## src/rtl/tw_pkg.sv

```systemverilog
// Shared constants, ROM write encodings and loader FSM states for the stage-0 twiddle path.
package tw_pkg;

   localparam int unsigned P_WIDTH         = 128;
   localparam int unsigned SEG1            = 64;
   localparam int unsigned SEG2            = 128;
   localparam int unsigned horizontal_DW   = SEG2 - SEG1;
   localparam int unsigned init_store_data = 4;
   localparam int unsigned IDX_W           = $clog2(init_store_data);

   localparam logic [1:0] ROM_W_IDLE = 2'd0;
   localparam logic [1:0] ROM_W_HI   = 2'd1;
   localparam logic [1:0] ROM_W_LO   = 2'd2;

   typedef enum logic [2:0] {
      ST_IDLE    = 3'd0,
      ST_FILL    = 3'd1,
      ST_SEND_HI = 3'd2,
      ST_SEND_LO = 3'd3,
      ST_DONE    = 3'd4
   } tw_state_e;

endpackage

```

## src/rtl/tw_stage_buf.sv

```systemverilog
// Staging regfile for one twiddle row: one write port, one combinational half-word read port.
module tw_stage_buf
   import tw_pkg::*;
(
   input  logic                     CLK,
   input  logic                     wr_en,
   input  logic [IDX_W-1:0]         wr_idx,
   input  logic [P_WIDTH-1:0]       wr_data,
   input  logic [IDX_W-1:0]         rd_idx,
   input  logic                     rd_hi,
   output logic [horizontal_DW-1:0] rd_data
);

   logic [P_WIDTH-1:0] mem [init_store_data];

   // Capture accepted words; contents are always overwritten before being read.
   always_ff @(posedge CLK) begin
      if (wr_en) begin
         mem[wr_idx] <= wr_data;
      end
   end

   assign rd_data = rd_hi ? mem[rd_idx][SEG2-1:SEG1] : mem[rd_idx][SEG1-1:0];

endmodule

```

## src/rtl/tw_row0_loader.sv

```systemverilog
// Stage-0 twiddle row loader: buffers a row of 128-bit words, then writes all high
// halves followed by all low halves to the TW ROM in one gap-free burst.
module tw_row0_loader
   import tw_pkg::*;
(
   input  logic                     CLK,
   input  logic                     rst,
   input  logic                     load_start,
   input  logic [P_WIDTH-1:0]       in_data,
   input  logic                     in_valid,
   output logic                     in_ready,
   output logic [1:0]               ROM1_w,
   output logic [horizontal_DW-1:0] horizontal_row0_in,
   output logic                     busy,
   output logic                     done
);

   localparam logic [IDX_W-1:0] IDX_LAST = IDX_W'(init_store_data - 1);

   tw_state_e                state, state_d;
   logic [IDX_W-1:0]         idx, idx_d;
   logic                     wr_en_c;
   logic                     rd_hi_c;
   logic [horizontal_DW-1:0] rd_data_c;

   logic [1:0]               rom_w_d;
   logic [horizontal_DW-1:0] row_data_d;
   logic                     in_ready_d;
   logic                     busy_d;
   logic                     done_d;

   tw_stage_buf u_buf (
      .CLK     (CLK),
      .wr_en   (wr_en_c),
      .wr_idx  (idx),
      .wr_data (in_data),
      .rd_idx  (idx_d),
      .rd_hi   (rd_hi_c),
      .rd_data (rd_data_c)
   );

   // State and shared entry index.
   always_ff @(posedge CLK) begin
      if (rst) begin
         state <= ST_IDLE;
         idx   <= '0;
      end else begin
         state <= state_d;
         idx   <= idx_d;
      end
   end

   // Next state / index; idx counts handshakes in FILL and ROM entries while sending.
   always_comb begin
      state_d = state;
      idx_d   = idx;
      wr_en_c = 1'b0;
      case (state)
         ST_IDLE: begin
            if (load_start) begin
               state_d = ST_FILL;
               idx_d   = '0;
            end
         end
         ST_FILL: begin
            if (in_valid && in_ready) begin
               wr_en_c = 1'b1;
               if (idx == IDX_LAST) begin
                  idx_d   = '0;
                  state_d = ST_SEND_HI;
               end else begin
                  idx_d = idx + IDX_W'(1);
               end
            end
         end
         ST_SEND_HI: begin
            if (idx == IDX_LAST) begin
               idx_d   = '0;
               state_d = ST_SEND_LO;
            end else begin
               idx_d = idx + IDX_W'(1);
            end
         end
         ST_SEND_LO: begin
            if (idx == IDX_LAST) begin
               idx_d   = '0;
               state_d = ST_DONE;
            end else begin
               idx_d = idx + IDX_W'(1);
            end
         end
         ST_DONE: begin
            state_d = ST_IDLE;
         end
         default: begin
            state_d = ST_IDLE;
            idx_d   = '0;
         end
      endcase
   end

   // Outputs are decoded from the upcoming state so the registers line up with it.
   always_comb begin
      rd_hi_c    = (state_d == ST_SEND_HI);
      rom_w_d    = ROM_W_IDLE;
      row_data_d = '0;
      in_ready_d = (state_d == ST_FILL);
      busy_d     = (state_d == ST_FILL) || (state_d == ST_SEND_HI) || (state_d == ST_SEND_LO);
      done_d     = (state_d == ST_DONE);
      if (state_d == ST_SEND_HI) begin
         rom_w_d    = ROM_W_HI;
         row_data_d = rd_data_c;
      end else if (state_d == ST_SEND_LO) begin
         rom_w_d    = ROM_W_LO;
         row_data_d = rd_data_c;
      end
   end

   // Output registers.
   always_ff @(posedge CLK) begin
      if (rst) begin
         ROM1_w             <= ROM_W_IDLE;
         horizontal_row0_in <= '0;
         in_ready           <= 1'b0;
         busy               <= 1'b0;
         done               <= 1'b0;
      end else begin
         ROM1_w             <= rom_w_d;
         horizontal_row0_in <= row_data_d;
         in_ready           <= in_ready_d;
         busy               <= busy_d;
         done               <= done_d;
      end
   end

endmodule

```

## config.mk

```make
export PLATFORM = sky130hd
export DESIGN_NAME = tw_row0_loader
export DESIGN_NICKNAME = d
export VERILOG_FILES = /design/src/rtl/tw_pkg.sv /design/src/rtl/tw_stage_buf.sv /design/src/rtl/tw_row0_loader.sv
export SDC_FILE = /design/constraint.sdc
export NUM_CORES = 1
export LEC_CHECK = 0
export BUFFER_PORTS_ARGS = -buffer_cell sky130_fd_sc_hd__buf_2
export CAP_MARGIN = 20
export CORE_ASPECT_RATIO = 0.8
export CORE_MARGIN = 2
export CORE_UTILIZATION = 40
export CTS_BUF_LIST = sky130_fd_sc_hd__clkbuf_4
export DETAILED_ROUTE_END_ITERATION = 8
export GPL_TIMING_DRIVEN = 0
export PLACE_DENSITY = 0.68
export SLEW_MARGIN = 20
export SYNTH_ARGS = -nofsm -noshare
export SYNTH_HDL_FRONTEND = slang
export SYNTH_HIERARCHICAL = 1
export SYNTH_SLANG_ARGS = --single-unit
```

## constraint.sdc

```tcl
create_clock -name CLK -period 22.2 [get_ports CLK]
set_clock_uncertainty 0.05 [all_clocks]
set_input_delay 3.33 -clock CLK [delete_from_list [all_inputs] [get_ports CLK]]
set_output_delay 3.33 -clock CLK [all_outputs]
set_load 0.01 [all_outputs]
```

Word-level counts from Yosys, hierarchy flattened
Memories as Yosys holds them, arrays and structs flattened.
Cells that the tools add are included.
{"block": "classes", "mul": 0, "n_eq_ne": 9, "n_bitwise": 0, "n_div": 0, "muxes": 19, "reduce_logical": 6, "addsub": 1, "shift": 0, "order_cmp": 0}
{"cell": "64-bit 2-to-1 mux", "n": 3}
{"cell": "3-bit 2-to-1 mux", "n": 5}
{"cell": "3-bit by 2-bit == test with 1-bit output (second input constant)", "n": 4}
{"cell": "3-bit one-hot mux with 4 select lines", "n": 1}
{"cell": "2-bit 2-to-1 mux", "n": 4}
{"cell": "2-bit one-hot mux with 4 select lines", "n": 1}
{"cell": "3-bit by 1-bit == test with 1-bit output (second input constant)", "n": 2}
{"cell": "3-bit == test (second input constant)", "n": 2}
{"cell": "1-bit 2-to-1 mux", "n": 5}
{"cell": "2-bit OR reduction", "n": 2}
{"cell": "3-bit zero test", "n": 1}
{"cell": "2-bit by 1-bit adder with 2-bit output (second input constant)", "n": 1}
{"cell": "2-bit == test (second input constant)", "n": 1}
{"cell": "1-bit logical OR", "n": 2}
{"cell": "1-bit logical AND", "n": 1}
{"block": "word_totals", "mem_bits_rw": 512, "regBits": 74, "n_memories": 1, "latchBits": 0, "out_inout_bits": 69, "romBits": 0, "wordCells": 44}
{"memory": "u_buf.mem", "depth": 4, "width": 128, "read_ports": 1, "rd_clocked_by_memory_dff": 0, "write_ports": 1, "line": "tw_stage_buf.sv:14", "rtl": "logic [P_WIDTH-1:0] mem [init_store_data];"}

Logic depth before layout (Yosys ltp)
Gate-level depths: netlist of the first run.
{"block": "depth", "ltp_word": 8, "mapped_depth": 9}

Cells and area by module
Netlist of the first run, hierarchy kept.
{"mod": "tw_stage_buf", "cells_each": 744, "n_inst": 1, "seq_area_each_um2": 15374.7, "area_per_inst_um2": 19237.2}
{"mod": "tw_row0_loader", "cells_each": 183, "n_inst": 1, "seq_area_each_um2": 1481.4, "area_per_inst_um2": 2175.8}

Worst setup path before layout of the first run
No wires, ideal clock.
{"block": "synth_timing", "kind": "input to register", "start": "input port in_valid", "end": "memory u_buf.mem[0][0] (enable)", "path_slack_ns": 8.455, "t_arrival_ns": 12.896, "cell_stages": 3, "cell_sequence": "nand2_1 nor2b_1 nor3b_1"}
{"block": "synth_via", "elab_chain_cells": 5}
{"element": "start: declaration", "line": "tw_row0_loader.sv:10", "rtl": "input logic in_valid,"}
{"element": "1-bit logical AND", "line": "tw_row0_loader.sv:66", "rtl": "if (in_valid && in_ready) begin"}
{"element": "1-bit 2-to-1 mux", "line": "tw_row0_loader.sv:66"}
{"element": "1-bit 2-to-1 mux", "line": "tw_row0_loader.sv:58", "rtl": "case (state)"}
{"element": "via wr_en_c", "line": "tw_row0_loader.sv:22", "rtl": "logic wr_en_c;"}
{"element": "1-bit 2-to-1 mux", "line": "tw_stage_buf.sv:18", "rtl": "if (wr_en) begin"}
{"element": "1-bit 2-to-1 mux (implied by the code)", "line": "tw_stage_buf.sv:19", "rtl": "mem[wr_idx] <= wr_data;"}
{"element": "end: declaration", "line": "tw_stage_buf.sv:14"}
The timed path passes the listed nets, and every way through them passes these cells.

Final worst setup path of the first run
{"block": "layout_timing", "start": "input port in_valid", "end": "register horizontal_row0_in[51]"}
{"block": "layout_via", "elab_chain_cells": 7, "elab_cells_between_ends": 11, "cone_classes": "eq/ne: 2; mux: 7; reduce/logical: 1; memory: 1"}
{"element": "1-bit logical AND *", "line": "tw_row0_loader.sv:66"}
{"element": "2-bit 2-to-1 mux *", "line": "tw_row0_loader.sv:66"}
{"element": "2-bit one-hot mux with 4 select lines *", "line": "tw_row0_loader.sv:58"}
{"element": "via idx_d[1]", "line": "tw_row0_loader.sv:21", "rtl": "logic [IDX_W-1:0] idx, idx_d;"}
{"element": "memory 4 x 128 bit *"}
{"element": "64-bit 2-to-1 mux *", "line": "tw_stage_buf.sv:23", "rtl": "assign rd_data = rd_hi ? mem[rd_idx][SEG2-1:SEG1] : mem[rd_idx][SEG1-1:0];"}
{"element": "via rd_data_c[51]", "line": "tw_row0_loader.sv:24", "rtl": "logic [horizontal_DW-1:0] rd_data_c;"}
{"element": "64-bit 2-to-1 mux", "line": "tw_row0_loader.sv:113", "rtl": "end else if (state_d == ST_SEND_LO) begin"}
{"element": "64-bit 2-to-1 mux *", "line": "tw_row0_loader.sv:110", "rtl": "if (state_d == ST_SEND_HI) begin"}
{"element": "end signal: assignment", "line": "tw_row0_loader.sv:129", "rtl": "horizontal_row0_in <= row_data_d;"}
{"element": "end: declaration", "line": "tw_row0_loader.sv:13", "rtl": "output logic [horizontal_DW-1:0] horizontal_row0_in,"}
Mark *: on every way through the listed nets, which the timed path passes. The rest lies on a longest branch.
A chain may end at the register's enable or synchronous reset.

==> results of run 1 <==
cell type report:
cell class | count | area, um^2
multi-input combinational | 296 | 4295
clock inverter | 34 | 240.2
buffer | 45 | 282.8
clock buffer | 228 | 1712
sequential | 586 | 16860
fill | 4376 | 26900
timing repair buffer | 230 | 1468
tap | 693 | 867.1
antenna | 9 | 22.52
how the worst max path moves through the flow:
| stage | slack, ns | depth (start not counted) | endpoint |
|---|---|---|---|
| floorplan | 8.46 | 3 | u_buf/mem[0][0] |
| finish | 16.52 | 8 | horizontal_row0_in[51] |
| global placement | 1.04 | 4 | u_buf/mem[0][126] |
| detailed placement | 15.56 | 8 | horizontal_row0_in[51] |
| CTS | 16.57 | 8 | horizontal_row0_in[44] |
| global route | 16.47 | 8 | horizontal_row0_in[43] |
sequential cells by signal, indices dropped and copies added (netlist names):
name and cells:
horizontal_row0_in 64, busy 1, idx 2, state 3, u_buf/mem 512, done 1, in_ready 1, ROM1_w 2
critical path, stage by stage:
cell	delay [ns]
buf_2	0.12
a21o_1	0.17
a221oi_1	0.43
a22o_1	0.24
buf_1	0.71
clkbuf_1	0.77
mux2_2	0.43
and2_1	0.15
power groups by stage:
stage                     sequential [W]  clock (W)  combinational, W
after global placement           0.00123          0         0.0000718
final                            0.00121   0.000918         0.0000750
after floorplan                  0.00123          0         0.0000421
after detailed placement         0.00123          0         0.0000767
after CTS                        0.00121   0.000953         0.0000769
after global routing             0.00121    0.00101         0.0000824
layout by cell type (no fill, tap or decap), types with 5 or more instances in the layout:
cell type  count
edfxtp_1     512
clkbuf_4     228
buf_2        205
mux4_2       128
dfxtp_1       74
mux2_2        65
and2_1        64
clkinv_1      18
buf_6         18
buf_4         15
clkbuf_1      10
diode_2        9
buf_1          9
buf_16         7
buf_12         6
nor2_1         5
nand2_1        5
clkbuf_2       5
metal layers:
layer  vias to the layer above  GRT usage, %
met5                         -             0
met4                        14         4.538
met3                        67         6.610
met2                       349         25.19
met1                      5328         21.23
li1                       4694             -
cell families (layout without fill, tap and decap cells):
family                   Yosys count  count (layout)  synth area share (%)
AO/OA/AOI/OAI                     13              13                0.4500
adder cells (fa/ha/maj)            1               1               0.05842
buffers and inverters             45             537                 1.321
flip-flops                       586             586                 78.72
multiplexers                     193             193                 16.88
other                              0               9                     0
AND/OR/NAND/NOR                   89              89                 2.571
per-stage QoR:
step / utilization (%) / power (W)
floorplan: - / 0.001275
global placement: 44.22 / 0.001307
detailed placement: 45.15 / 0.001307
CTS: 48.86 / 0.002237
global route: 48.87 / 0.002302
finish: 48.90 / 0.002199
==> results.cfg, run 1 <==
[worst_hold_path]
min_path_cells = 2
min_from = state[2]
min_path_type = register to register
hold_end = state[2]

[detailed_routing]
vias_per_cell = 4.928
postRouteWirelength_mm = 44.21
wl_met1_mm = 19.04
final_antenna_net_count = 0
drc = 0
dr_wl_met2_mm = 20.94
wl_per_cell_um = 20.84
dr.pass1.iters = 5
maxUsedRoutingLayer = met5
wl_met3_mm = 3.555
vias = 10450
drt_iter0_drc = 773

[power_and_ir_drop]
pwr-share-clk_pct = 41.7
internal_power_w = 0.001747
peakVddDrop_uv = 53.16
comb_power_share_pct = 3.4
switching_power_w = 0.0004528
power.density_nw_per_um2 = 85.44
p_leak_nw = 8.854
pwr-share-seq_pct = 54.9
swShare_pct = 20.59

[sta]
final_hold_viol_count = 0
slew_violations = 0
setup_viol = 0
tns_ns = 0
fin_hold_ws_ns = 0.5194
max_freq_mhz = 175.9
tightest_slew_ns = 1.007
rsz0062_at_grt = no
setup_ws_ns = 16.52
slew_headroom_pct = 32.85
finalCriticalPeriod_ns = 5.685
post-route-period-util_pct = 25.61

[yosys]
async_reset_ff_share_pct = 0
synth.most_common_cell = edfxtp_1
syn_avg_cell_area_um2 = 23.10
ys_warn_count = 6
synth_area_um2 = 21410
yosysTopAreaCell = edfxtp_1
synth_edf_count = 512
ys_seq_area_share_pct = 78.72
ys.flop_type = edfxtp_1
yosysUniqueCellTypes = 31
ys_seq_elements = 586
synth_nets = 1060
synth.top_cells.by_count = edfxtp_1, mux4_2, dfxtp_1, mux2_2, and2_1
syn_inst = 927
yosysTopAreaCellShare_pct = 71.80
synth_area_leaders = edfxtp_1, mux4_2, dfxtp_1

[clock_tree]
clkTransAtPathRegs_ns = 0.06
cts.repair.resized = 0
clock_path_buffers = 3
cts-hold-fix-buffers = 0
clk_latency_ns = 0.83
cts_setup_buffers = 0
numCtsBuffers = 145
clockRootBuffer = clkbuf_4
htree_levels = 4
tritoncts = done
clock-sinks = 586

[cells_and_area]
nNetsFinal = 1437
stdcell_area_um2 = 25740
drive_gt1_share_pct = 49.40
final_cells = 2121
syn_to_final_growth_pct = 20.22

[critical_path]
r2r-start = idx[0]
cp-end-kind = register
critPathMaxFanout = 10
critPathKind = input port to register
start_kind = input port
rr_worst_depth = 9
worst_ep_arrival_time_ns = 6.36
r2r-end = horizontal_row0_in[44]
regToRegSetupSlack_ns = 18.58
critPathRequiredTime_ns = 22.87
crit_start = in_valid

[floorplan]
core_area_um2 = 52640
rows = 75
io_pins = 201
die_y_um = 210.9
die_area_um2 = 55410
start_util_pct = 40.67
die-width_um = 262.7

[grt]
grt_max_degree = 41
grt-ovfl-total = 0
grt_antenna_before_repair = 15
grt_pass1_wl_mm = 66.64
grt_pass1_vias = 11200
grt_usage_pct = 16.23

[run_status]
status = completed

[placed_design]
place_congestion = 0.7141
port-buffer-count = 200
dp_hpwl_mm = 27.92
dpl-instance-area_um2 = 23770
placedCellCount = 1850
place_ws_ns = 15.56

[flow_run]
cap_violations = 0
(Power assumes the default switching activity.)
==> inputs of run 2 (changes only) <==
Clock period 22.2 ns to 5.3 ns, I/O delays scaled along.
==> run 2 against run 1 <==
Effect of this change:
- via count up 4.3%
- die area unchanged
- clock-buffer cell count decreased by 8
- core utilization increased by 2.4 points
- clock power grew to 4.1 times the previous value
- sequential share of layout area is 3.0 points lower
- combinational power grew to 5.2 times the previous value
- worst setup slack lost 15 ns
- cell count grew 6.0%
- register-to-register slack got worse by 17 ns
==> results.cfg, run 2 (same netlist as run 1, synthesis figures left out) <==
[worst_hold_path]
min_path_cells = 4
min_from = in_valid
min_path_type = input port to register

[placed_design]
port-buffer-count = 200
dpl-instance-area_um2 = 23760
dp_hpwl_mm = 27.68
place_congestion = 0.6998

[clock_tree]
clkTransAtPathRegs_ns = 0.06
clock-sinks = 586
clock_path_buffers = 3
cts_setup_buffers = 0
clk_latency_ns = 0.91
htree_levels = 4
tritoncts = done
numCtsBuffers = 146
clockRootBuffer = clkbuf_4

[sta]
tightest_slew_ns = 1.062
post-route-period-util_pct = 69.79
finalCriticalPeriod_ns = 3.699
max_freq_mhz = 270.4
setup_viol = 0
final_hold_viol_count = 0
rsz0062_at_grt = no
slew_violations = 0
slew_headroom_pct = 29.23

[detailed_routing]
wl_per_cell_um = 20.00
drt_iter0_drc = 657
vias_per_cell = 4.851
dr.pass1.iters = 5
drc = 0
vias = 10910
final_antenna_net_count = 0
postRouteWirelength_mm = 44.97

[critical_path]
path_buf_inv = 2
cp_top_family = buffers and inverters
critPathRequiredTime_ns = 6.04
r2r-end = horizontal_row0_in[0]
regToRegSetupSlack_ns = 1.60
rr_worst_depth = 9
r2r-start = idx[0]
crit_path_cell_trace = ha_1 > nand2_1 > or3_4 > a21oi_1 > buf_2 > buf_1 > mux4_2 > mux2_2 > and2_1
critPathKind = register to register
worst_ep_arrival_time_ns = 4.44
crit_path_top_delay_cell = buf_1
critPathMaxFanout = 10
cp-end-kind = register
crit_start = idx[0]
crit_cells = 9
crit_end = horizontal_row0_in[0]
start_kind = register
cp_slowest_stage_delay_ns = 0.82

[power_and_ir_drop]
p_leak_nw = 9.346
p_total_w = 0.009236
peakVddDrop_uv = 226.2
power.density_nw_per_um2 = 342.1

[grt]
grt_usage_pct = 16.83
grt_pass1_vias = 11870
grt_pass1_wl_mm = 69.04
grt_max_degree = 49
grt_antenna_before_repair = 9
grt-ovfl-total = 0

[floorplan]
rows = 75
die_y_um = 210.9
start_util_pct = 40.67
core_area_um2 = 52640
io_pins = 201
die_area_um2 = 55410
die-width_um = 262.7

[cells_and_area]
nNetsFinal = 1561
largest_reg_flops = 512
final_common_cell = edfxtp_1
final_cell_mix = edfxtp_1, clkbuf_4, buf_2, dlygate4sd3_1, mux4_2
fillers = 4243
drive_gt1_share_pct = 44.64
stdcell_area_um2 = 27000
reg.largest.list = u_buf/mem (512), horizontal_row0_in (64), state (3)
regMostFlops = u_buf/mem
syn_to_final_growth_pct = 26.07

[flow_run]
cap_violations = 0

[run_status]
status = completed
[run 2: changes by cell type in the layout (fill, tap and decap cells not counted), moves of 2 or more]
cell / change
buf_4: -10
buf_6: -3
buf_8: +7
clkbuf_4: -8
clkinv_1: +10
clkinv_2: +5
diode_2: -2
dlygate4sd3_1: +129
[run 2: timing repair]
item	4_1_cts	5_1_grt
hold endpoints to repair	517	0
resized for setup	0	0
hold buffers	129	0
[run 2: final cells by class]
class	instances	area, um^2	share of cell area [%]
Sequential cell	586	16860	62.44
Multi-Input combinational cell	296	4302	15.93
Timing Repair Buffer	353	2748	10.18
Clock buffer	220	1652	6.118
Tap cell	693	867.1	3.212
Buffer	45	282.8	1.047
Clock inverter	48	271.5	1.006
Antenna cell	7	17.52	0.06489
[run 2: worst min-delay path: stages]
cell	delay (ns)
buf_2	0.11
nand2_1	0.11
or3_4	0.16
a2111oi_0	0.10
[run 2: worst min path at each step]
stage	slack (ns)	to
finish	0.40	ROM1_w[0]
CTS	0.23	ROM1_w[0]
global route	0.35	ROM1_w[0]
global placement	0.51	state[2]
detailed placement	0.51	done
floorplan	0.47	done
[run 2: routing by layer]
layer | global-route usage (%) | part of all wire [%] | vias to the layer above
li1 | - | - | 4944
met3 | 5.409 | 6.2 | 83
met1 | 21.15 | 43 | 5546
met2 | 27.06 | 48 | 328
met5 | 0 | 0.042 | -
met4 | 7.233 | 2.0 | 4
[run 2: through the flow]
step                TNS [ns]  setup WS (ns)  cells  hold slack (ns)  util (%)
floorplan                  0         0.3446    927           0.4656         -
global placement    -1007.39         -2.411   1820           0.5061     44.25
detailed placement         0          1.312   1844           0.5118     45.14
CTS                        0          1.555   2241           0.2276     51.25
global route               0          1.442   2248           0.3471     51.28
finish                     0          1.601   2248           0.4012     51.28
[run 2: report_power, final]
part           total [W]  switching [W]  internal, W
logic           0.000392       0.000166     0.000227
registers        0.00505     0.00000833      0.00505
clock network    0.00379        0.00178      0.00201
==> inputs of run 3 (changes only) <==
Settings changed: PLACE_DENSITY 0.68 to 0.7.
Clock period 5.3 ns to 3.4 ns, I/O delays scaled along.
==> run 3 against run 2 <==
Effect of this change:
- design area rose by 0.27%
- clock-buffer cell count down 6
- hold slack worse by 0.13 ns
- non-clock buffer count up 1
- cell count is essentially flat
- clock power up 60%
- core utilization is 0.14 points higher
- sequential cell count stayed put
- critical path depth unchanged
- register-to-register slack got worse by 1.4 ns
==> results.cfg, run 3 (same netlist as run 1, synthesis figures left out) <==
[run_status]
status = completed

[cells_and_area]
syn_to_final_growth_pct = 26.42
final_cells = 2247
reg.largest.list = u_buf/mem (512), horizontal_row0_in (64), state (3)
largest_reg_flops = 512
final_common_cell = edfxtp_1
final_cell_mix = edfxtp_1, clkbuf_4, buf_2, dlygate4sd3_1, mux4_2
regArea_um2 = 16860
multi_input_area_um2 = 4314
stdcell_area_um2 = 27070
nNetsFinal = 1560
fillers = 4172
drive_gt1_share_pct = 45.18
regMostFlops = u_buf/mem

[detailed_routing]
drt_iter0_drc = 684
wl_per_cell_um = 19.94
vias_per_cell = 4.855
dr.pass1.iters = 5
postRouteWirelength_mm = 44.81
drc = 0
vias = 10910
final_antenna_net_count = 0

[power_and_ir_drop]
p_total_w = 0.01454
peakVddDrop_uv = 378.7
p_leak_nw = 9.418
power.density_nw_per_um2 = 537.3

[placed_design]
place_congestion = 0.6919
placedCellCount = 1843
dp_hpwl_mm = 27.32
port-buffer-count = 200
dpl-instance-area_um2 = 23760

[grt]
grt_pass1_wl_mm = 68.52
grt_usage_pct = 16.69
grt-ovfl-total = 0
grt_pass1_vias = 11910
grt_max_degree = 49
grt_antenna_before_repair = 7

[critical_path]
start_kind = register
crit_path_top_delay_cell = dfxtp_1
timing.critical_path.mode_cell = buf_2
crit_start = idx[0]
critPathKind = register to register
crit_path_cell_trace = ha_1 > nand2_1 > or3_4 > a21oi_1 > buf_2 > buf_2 > mux4_2 > mux2_2 > and2_1
r2r-start = idx[0]
cp-end-kind = register
critPathRequiredTime_ns = 4.14
critPathMaxFanout = 11
cp_slowest_stage_delay_ns = 0.52
worst_ep_arrival_time_ns = 3.94

[floorplan]
start_util_pct = 40.67
io_pins = 201
die-width_um = 262.7
rows = 75
core_area_um2 = 52640
die_area_um2 = 55410
die_y_um = 210.9

[sta]
max_freq_mhz = 313.2
slew_headroom_pct = 44.21
post-route-period-util_pct = 93.92
setup_viol = 0
finalCriticalPeriod_ns = 3.193
tightest_slew_ns = 0.8368
slew_violations = 0
rsz0062_at_grt = no
fin_hold_ws_ns = 0.2698
final_hold_viol_count = 0

[worst_hold_path]
min_from = in_data[78]
min_path_type = input port to register

[clock_tree]
clock_path_buffers = 3
tritoncts = done
clockRootBuffer = clkbuf_4
cts_setup_buffers = 0
clock-sinks = 586
clk_latency_ns = 0.92
htree_levels = 4
numCtsBuffers = 144
clkTransAtPathRegs_ns = 0.07

[flow_run]
cap_violations = 0
[run 3: final cells by class]
type / count / share of cell area [%]
repair buffers: 354 / 10.11
clock buffers: 214 / 5.935
diodes: 7 / 0.06471
clock inverters: 52 / 1.276
multi-input cells: 296 / 15.94
plain buffers: 45 / 1.206
well taps: 693 / 3.203
flip-flops and latches: 586 / 62.27
[run 3: critical path: cells and delay by family, from the launching register on]
kind	cells	cell delay (ns)
buf+inv	2	0.77
mux	2	0.63
simple gates	3	0.61
flops	1	0.52
fa+ha+maj	1	0.30
compound gates	1	0.17
[run 3: path summary, 6_finish.rpt]
check	cells past startpoint	slack, ns	end
hold / removal	2	0.27	u_buf/mem[0][78]
setup reg to reg	9	0.21	horizontal_row0_in[41]
setup / recovery	9	0.21	horizontal_row0_in[41]
hold reg to reg	2	0.55	state[2]
[run 3: stage by stage]
step / TNS, ns / worst slack (ns) / util, %
final: 0 / 0.2068 / 51.42
after global routing: 0 / 0.01567 / 51.42
after CTS: 0 / 0.01430 / 51.39
after detailed placement: -16.60 / -0.3488 / 45.14
after global placement: -826.14 / -3.587 / 44.32
after floorplan: -146.79 / -1.147 / -
[run 3: report_power, final]
| part | leakage [nW] | switching [W] | internal (W) |
|---|---|---|---|
| Combinational | 3.05 | 0.000261 | 0.000355 |
| Clock | 1.15 | 0.00277 | 0.00328 |
| Sequential | 5.21 | 0.0000127 | 0.00786 |
| Total | 9.42 | 0.00304 | 0.0115 |
[run 3: what timing repair did]
item | 4_1_cts | 5_1_grt
hold buffers | 131 | 0
endpoints found under the hold margin | 521 | 0
cloned | 0 | 0
setup endpoints to repair | 64 | 15
gates resized for setup | 15 | 5
[run 3: metal layers]
metal / routed length [um] / vias up / GRT usage [%]
met3: 2854 / 97 / 4.955
met2: 21570 / 377 / 26.59
li1: - / 4946 / -
met1: 19330 / 5482 / 21.43
met4: 1007 / 8 / 7.313
met5: 48 / - / 0
